### config.mk
export PLATFORM = sky130hd
export DESIGN_NAME = mem_rr_arbiter_flat
export DESIGN_NICKNAME = d
export VERILOG_FILES = /design/src/rtl/mem_rr_arbiter_if.sv /design/src/rtl/mem_rr_arbiter.sv /design/src/flat_wrapper.sv
export SDC_FILE = /design/constraint.sdc
export NUM_CORES = 1
export LEC_CHECK = 0
export ABC_AREA = 1
export CAP_MARGIN = 5
export CORE_MARGIN = 8
export CORE_UTILIZATION = 36
export DETAILED_ROUTE_END_ITERATION = 8
export PLACE_DENSITY_LB_ADDON = 0.3
export SLEW_MARGIN = 10
export SYNTH_ARGS = -nofsm -noshare
export SYNTH_HDL_FRONTEND = slang
export SYNTH_SLANG_ARGS = --single-unit
### constraint.sdc
create_clock -name clk -period 2.7 [get_ports clk]
set_input_delay 0.675 -clock clk [delete_from_list [all_inputs] [get_ports clk]]
set_output_delay 0.675 -clock clk [all_outputs]
set_load 0.02 [all_outputs]
### src/rtl/mem_rr_arbiter_if.sv
// mem_rr_arbiter_if
//   Bundles the two-requester command side and the single-port memory side
//   of mem_rr_arbiter.
//   Requester side : req_valid_i, req_wr_rd_i, req_addr_i, req_wdata_i (to arbiter)
//                    req_ready_o, req_rdata_o, req_err_o              (from arbiter)
//   Memory side    : valid_o, wr_rd_o, addr_o, wdata_o                (from arbiter)
//                    rdata_i, ready_i                                 (to arbiter)
//   Requester k occupies bits [k*ADDR_WIDTH +: ADDR_WIDTH] / [k*DATA_WIDTH +: DATA_WIDTH].
//   modport slave  : the arbiter's view.
//   modport master : the surrounding environment (requesters plus memory).
interface mem_rr_arbiter_if #(
   parameter int ADDR_WIDTH = 8,
   parameter int DATA_WIDTH = 32
);
   logic [1:0]              req_valid_i;
   logic [1:0]              req_wr_rd_i;
   logic [2*ADDR_WIDTH-1:0] req_addr_i;
   logic [2*DATA_WIDTH-1:0] req_wdata_i;
   logic [1:0]              req_ready_o;
   logic [DATA_WIDTH-1:0]   req_rdata_o;
   logic                    req_err_o;
   logic                    valid_o;
   logic                    wr_rd_o;
   logic [ADDR_WIDTH-1:0]   addr_o;
   logic [DATA_WIDTH-1:0]   wdata_o;
   logic [DATA_WIDTH-1:0]   rdata_i;
   logic                    ready_i;

   modport slave (
      input  req_valid_i, req_wr_rd_i, req_addr_i, req_wdata_i, rdata_i, ready_i,
      output req_ready_o, req_rdata_o, req_err_o, valid_o, wr_rd_o, addr_o, wdata_o
   );

   modport master (
      output req_valid_i, req_wr_rd_i, req_addr_i, req_wdata_i, rdata_i, ready_i,
      input  req_ready_o, req_rdata_o, req_err_o, valid_o, wr_rd_o, addr_o, wdata_o
   );
endinterface

### src/rtl/mem_rr_arbiter.sv
// mem_rr_arbiter
//   Two-requester round-robin arbiter in front of a single-port memory.
//   It latches the winning requester's command, holds it on the memory port
//   until ready_i, then returns a one-cycle ready pulse (plus read data for
//   reads) to that requester. Every output is registered.
// Ports
//   clk : clock, all logic on posedge
//   rst : asynchronous reset, active-high
//   bus : mem_rr_arbiter_if.slave (requester command/completion and memory port)
// Build option
//   MEM_ARB_TIMEOUT_EN : when defined, an ISSUE phase lasting TIMEOUT_CYCLES
//   cycles without ready_i is aborted and completes with req_err_o=1.
//   When it is not defined, ISSUE waits indefinitely and req_err_o stays 0.
module mem_rr_arbiter #(
   parameter int ADDR_WIDTH     = 8,
   parameter int DATA_WIDTH     = 32,
   parameter int TIMEOUT_CYCLES = 16
) (
   input logic            clk,
   input logic            rst,
   mem_rr_arbiter_if.slave bus
);

   typedef enum logic [1:0] {IDLE = 2'd0, ISSUE = 2'd1, DONE = 2'd2} state_t;

   state_t state, state_nxt;

   logic                  rr_ptr, rr_ptr_nxt;
   logic                  gnt, gnt_nxt;
   logic                  win;
   logic                  timeout_hit;

   logic                  valid_r, valid_nxt;
   logic                  wr_rd_r, wr_rd_nxt;
   logic [ADDR_WIDTH-1:0] addr_r, addr_nxt;
   logic [DATA_WIDTH-1:0] wdata_r, wdata_nxt;
   logic [1:0]            ready_r, ready_nxt;
   logic [DATA_WIDTH-1:0] rdata_r, rdata_nxt;
   logic                  err_r, err_nxt;

   // Preferred requester wins if it is asking, otherwise the other one.
   assign win = bus.req_valid_i[rr_ptr] ? rr_ptr : ~rr_ptr;

`ifdef MEM_ARB_TIMEOUT_EN
   localparam int unsigned CNT_W = (TIMEOUT_CYCLES > 1) ? $clog2(TIMEOUT_CYCLES) : 1;
   localparam logic [CNT_W-1:0] CNT_LIMIT = CNT_W'(TIMEOUT_CYCLES - 1);

   logic [CNT_W-1:0] cnt;

   // Counts completed ISSUE cycles without ready_i; held at 0 outside a
   // transaction so it starts from zero on every entry into ISSUE.
   always_ff @(posedge clk or posedge rst) begin
      if (rst) begin
         cnt <= '0;
      end else if (state != ISSUE) begin
         cnt <= '0;
      end else if (!bus.ready_i) begin
         cnt <= cnt + 1'b1;
      end
   end

   // ready_i on the limit cycle takes priority over the abort.
   assign timeout_hit = (state == ISSUE) && !bus.ready_i && (cnt == CNT_LIMIT);
`else
   logic unused_timeout;

   assign timeout_hit    = 1'b0;
   assign unused_timeout = ^TIMEOUT_CYCLES;
`endif

   // State and registered outputs
   always_ff @(posedge clk or posedge rst) begin
      if (rst) begin
         state   <= IDLE;
         rr_ptr  <= 1'b0;
         gnt     <= 1'b0;
         valid_r <= 1'b0;
         wr_rd_r <= 1'b0;
         addr_r  <= '0;
         wdata_r <= '0;
         ready_r <= '0;
         rdata_r <= '0;
         err_r   <= 1'b0;
      end else begin
         state   <= state_nxt;
         rr_ptr  <= rr_ptr_nxt;
         gnt     <= gnt_nxt;
         valid_r <= valid_nxt;
         wr_rd_r <= wr_rd_nxt;
         addr_r  <= addr_nxt;
         wdata_r <= wdata_nxt;
         ready_r <= ready_nxt;
         rdata_r <= rdata_nxt;
         err_r   <= err_nxt;
      end
   end

   // Next state
   always_comb begin
      state_nxt = state;
      case (state)
         IDLE:    if (|bus.req_valid_i) state_nxt = ISSUE;
         ISSUE:   if (bus.ready_i || timeout_hit) state_nxt = DONE;
         DONE:    state_nxt = IDLE;
         default: state_nxt = IDLE;
      endcase
   end

   // Next values of the registered outputs and arbitration state
   always_comb begin
      rr_ptr_nxt = rr_ptr;
      gnt_nxt    = gnt;
      valid_nxt  = valid_r;
      wr_rd_nxt  = wr_rd_r;
      addr_nxt   = addr_r;
      wdata_nxt  = wdata_r;
      ready_nxt  = ready_r;
      rdata_nxt  = rdata_r;
      err_nxt    = err_r;
      case (state)
         IDLE: begin
            if (|bus.req_valid_i) begin
               gnt_nxt    = win;
               rr_ptr_nxt = ~win;
               valid_nxt  = 1'b1;
               wr_rd_nxt  = bus.req_wr_rd_i[win];
               addr_nxt   = win ? bus.req_addr_i[ADDR_WIDTH +: ADDR_WIDTH]
                                : bus.req_addr_i[0 +: ADDR_WIDTH];
               wdata_nxt  = win ? bus.req_wdata_i[DATA_WIDTH +: DATA_WIDTH]
                                : bus.req_wdata_i[0 +: DATA_WIDTH];
            end
         end
         ISSUE: begin
            if (bus.ready_i) begin
               valid_nxt = 1'b0;
               ready_nxt = gnt ? 2'b10 : 2'b01;
               rdata_nxt = wr_rd_r ? '0 : bus.rdata_i;
               err_nxt   = 1'b0;
            end else if (timeout_hit) begin
               valid_nxt = 1'b0;
               ready_nxt = gnt ? 2'b10 : 2'b01;
               rdata_nxt = '0;
               err_nxt   = 1'b1;
            end
         end
         DONE: begin
            ready_nxt = '0;
            rdata_nxt = '0;
            err_nxt   = 1'b0;
         end
         default: ;
      endcase
   end

   assign bus.valid_o     = valid_r;
   assign bus.wr_rd_o     = wr_rd_r;
   assign bus.addr_o      = addr_r;
   assign bus.wdata_o     = wdata_r;
   assign bus.req_ready_o = ready_r;
   assign bus.req_rdata_o = rdata_r;
   assign bus.req_err_o   = err_r;

endmodule
### src/flat_wrapper.sv
// flat-port wrapper written by rule: the top's interface ports become plain ports
module mem_rr_arbiter_flat 
#(
   parameter int ADDR_WIDTH     = 8,
   parameter int DATA_WIDTH     = 32,
   parameter int TIMEOUT_CYCLES = 16
)
  (clk, rst, bus_req_valid_i, bus_req_wr_rd_i, bus_req_addr_i, bus_req_wdata_i, bus_rdata_i, bus_ready_i, bus_req_ready_o, bus_req_rdata_o, bus_req_err_o, bus_valid_o, bus_wr_rd_o, bus_addr_o, bus_wdata_o);
  mem_rr_arbiter_if #(.ADDR_WIDTH(ADDR_WIDTH), .DATA_WIDTH(DATA_WIDTH)) bus_i ();
  input logic clk;
  input logic rst;
  input wire logic [$bits(bus_i.req_valid_i)-1:0] bus_req_valid_i;
  input wire logic [$bits(bus_i.req_wr_rd_i)-1:0] bus_req_wr_rd_i;
  input wire logic [$bits(bus_i.req_addr_i)-1:0] bus_req_addr_i;
  input wire logic [$bits(bus_i.req_wdata_i)-1:0] bus_req_wdata_i;
  input wire logic [$bits(bus_i.rdata_i)-1:0] bus_rdata_i;
  input wire logic [$bits(bus_i.ready_i)-1:0] bus_ready_i;
  output wire logic [$bits(bus_i.req_ready_o)-1:0] bus_req_ready_o;
  output wire logic [$bits(bus_i.req_rdata_o)-1:0] bus_req_rdata_o;
  output wire logic [$bits(bus_i.req_err_o)-1:0] bus_req_err_o;
  output wire logic [$bits(bus_i.valid_o)-1:0] bus_valid_o;
  output wire logic [$bits(bus_i.wr_rd_o)-1:0] bus_wr_rd_o;
  output wire logic [$bits(bus_i.addr_o)-1:0] bus_addr_o;
  output wire logic [$bits(bus_i.wdata_o)-1:0] bus_wdata_o;
  assign bus_i.req_valid_i = bus_req_valid_i;
  assign bus_i.req_wr_rd_i = bus_req_wr_rd_i;
  assign bus_i.req_addr_i = bus_req_addr_i;
  assign bus_i.req_wdata_i = bus_req_wdata_i;
  assign bus_i.rdata_i = bus_rdata_i;
  assign bus_i.ready_i = bus_ready_i;
  assign bus_req_ready_o = bus_i.req_ready_o;
  assign bus_req_rdata_o = bus_i.req_rdata_o;
  assign bus_req_err_o = bus_i.req_err_o;
  assign bus_valid_o = bus_i.valid_o;
  assign bus_wr_rd_o = bus_i.wr_rd_o;
  assign bus_addr_o = bus_i.addr_o;
  assign bus_wdata_o = bus_i.wdata_o;
  mem_rr_arbiter #(.ADDR_WIDTH(ADDR_WIDTH), .DATA_WIDTH(DATA_WIDTH), .TIMEOUT_CYCLES(TIMEOUT_CYCLES)) u_core (.clk(clk), .rst(rst), .bus(bus_i));
endmodule
==> flow_summary.toml <==
[outcome]
outcome = "finished clean"

[power]
leakagePower_nw = 2.90
totalPowerFinal_mw = 6.66
p_per_area_nw_per_um2 = 1100
ir_drop_v = 0.000515

[min_path]
whs_path_depth = 2
min_to = "u_core.bus.req_ready_o[0]"
hold_class = "reg -> reg"
hold_start = "u_core.bus.req_ready_o[0]"

[final_layout]
area_delta_synth_final_pct = 58.9
fin_area_um2 = 6080
layout_commonest_cell = "nand2_1"
fin_cells = 815
final_core_util_pct = 58.9
final_nets = 793
antenna_cells = 0
final_cell_mix = "nand2_1, clkdlybuf4s50_1, nand3_1, dfrtp_1, o21ai_0"
drive_gt1_share_pct = 4.42
fillers = 915

[clock_network]
clk_pin_slew_ns = 0.09
hold_buffers = 0
htree_levels = 3
cts_root_buf = "clkbuf_8"
cts_tree = "yes"
post_cts_buffers = 0
ctsLongestPathBuffers = 2
clock_latency_ns = 0.35
cts.sinks = 80
cts_resized = 0
cts_made_buffers = 9

[synth]
synth_top_cell_by_area = "dfrtp_1"
synth_nets = 618
yosys.area_share.simple_pct = 36.4
synthMuxAreaShare_pct = 0
postSynthCellCount = 499
avgSynthCellArea_um2 = 7.67
synth_top_family_by_area = "simple AND/OR/NAND/NOR gates"
synth.area.top_cells = "dfrtp_1, nand2_1, nand3_1"
ys_ff_latch = 80
synth_top_area_share_pct = 52.3
ys_types = 16
synth-compound-area-share_pct = 5.00
syn-cell-area_um2 = 3830
yosysSeqAreaShare_pct = 52.3
synth_xor_area_share_pct = 0
synth_warnings = 0
yosys.area_share.adder_pct = 0

[floorplanning]
coreArea_um2 = 10300
fp.dieArea_um2 = 14200
initial_core_util_pct = 37.1
rows = 37
die_h_um = 119
die_x_um = 119
io_pins = 196

[timing]
timing_worst_slew_pin_value_ns = 0.985
timing.final.crit_share_pct = 76.7
tns_ns = 0
drv_slew = 0
clock_skew_ns = 0.0156
slew_headroom_pct = 34.3
setup_ws_ns = 0.630
hold_violations = 0
holdWs_ns = 0.473
finalSetupViolCount = 0
max_freq_mhz = 483
grt_setup_unrepaired = "false"
post-route-min-period_ns = 2.07

[worst_setup_path]
r2r-end = "u_core.bus.req_rdata_o[13]"
end_kind = "output port"
cp_cell_sequence = "clkdlybuf4s50_1"
startpoint_type = "flop"
r2r_cells = 6
crit_arrival_ns = 1.39
crit_slowest_cell = "clkdlybuf4s50_1"
cpLargestDelayFamily = "buffers and inverters"
worst-r2r-setup-slack_ns = 1.01
timing.rr.start = "u_core.state[1]"
cp_max_fo = 3
path_buf_inv = 1
crit_required_ns = 2.03
slowest_delay_ns = 0.63
crit_type = "reg -> out"

[global_routing]
grtUsageTotal_pct = 17.6
overflow = 0
grt_first_pass_wirelength_um = 20500
grt_pass1_vias = 4182
grt_max_degree = 81
antenna_found_initial = 0

[drt]
drt_iter0_drc = 288
viasPerCell = 4.88
wl_per_cell_um = 15.4
wirelength_um = 12600
ant_nets = 0
drtPass1Iterations = 4
remaining_drc_errors = 0
via_count = 3974

[place]
dp.cells = 799
numPortBuffers = 194
preCtsSetupSlack_ns = 0.426
dpl_cell_area_um2 = 5860
dp_hpwl_um = 9190
place_congestion = 0.805

[job]
max_cap_violations = 0
worst max path at each step:
stage	from	end	cells past startpoint
final	u_core.bus.wr_rd_o	bus_wr_rd_o	1
after global routing	u_core.bus.wr_rd_o	bus_wr_rd_o	1
after CTS	u_core.bus.wr_rd_o	bus_wr_rd_o	1
after detailed placement	bus_req_valid_i[0]	u_core.bus.wdata_o[0]	7
after global placement	bus_req_valid_i[0]	u_core.bus.addr_o[1]	7
after floorplan	rst	u_core.bus.addr_o[0]	1
flip-flops by register name, indices dropped and copies added, names as in the netlist:
signal	count
u_core.bus.wdata_o	32
u_core.bus.req_ready_o	2
u_core.bus.valid_o	1
u_core.bus.req_rdata_o	32
u_core.rr_ptr	1
u_core.gnt	1
u_core.state	2
u_core.bus.wr_rd_o	1
u_core.bus.addr_o	8
metal layers:
metal	global-route usage [%]	share of wire (%)
met5	0	0
met4	5.30	1.6
met3	7.09	9.2
met2	29.2	47
met1	20.5	42
cell families (layout without fill, tap and decap cells):
logic type / count (synthesis) / count (layout)
AOI/OAI and AO/OA: 36 / 36
buffers and inverters: 50 / 230
DFF: 80 / 80
other: 1 / 1
and+or+nand+nor: 332 / 332
cell usage after synthesis:
master,count
o21ai_0,22
a21oi_4,1
nand2_1,214
buf_1,3
nand2_2,1
inv_2,3
buf_2,22
buf_6,1
dfrtp_1,80
conb_1,1
o21ai_1,13
nor2_1,2
clkbuf_1,8
buf_4,4
nand3_1,115
inv_1,9
power by group:
group	internal [mW]	switching (mW)	total (mW)	leakage (nW)
logic	1.54	2.11	3.65	1.78
registers	1.74	0.299	2.04	1.01
clock network	0.526	0.450	0.976	0.107
cell type report:
class,instances,area [um2],share of cell area (%)
timing repair buffer,202,2050,33.7
clock buffer,10,128,2.10
sequential,80,2000,32.9
tap,136,170,2.80
inverter,12,48.8,0.802
multi-input combinational,369,1590,26.2
clock inverter,6,90.1,1.48
tightest hold or removal path, delay by kind of cell (launching register included):
family	cells	cell delay [ns]
flip-flops	1	0.35
AND/OR/NAND/NOR	2	0.09
Note: power is estimated with default switching activity, not from simulation.
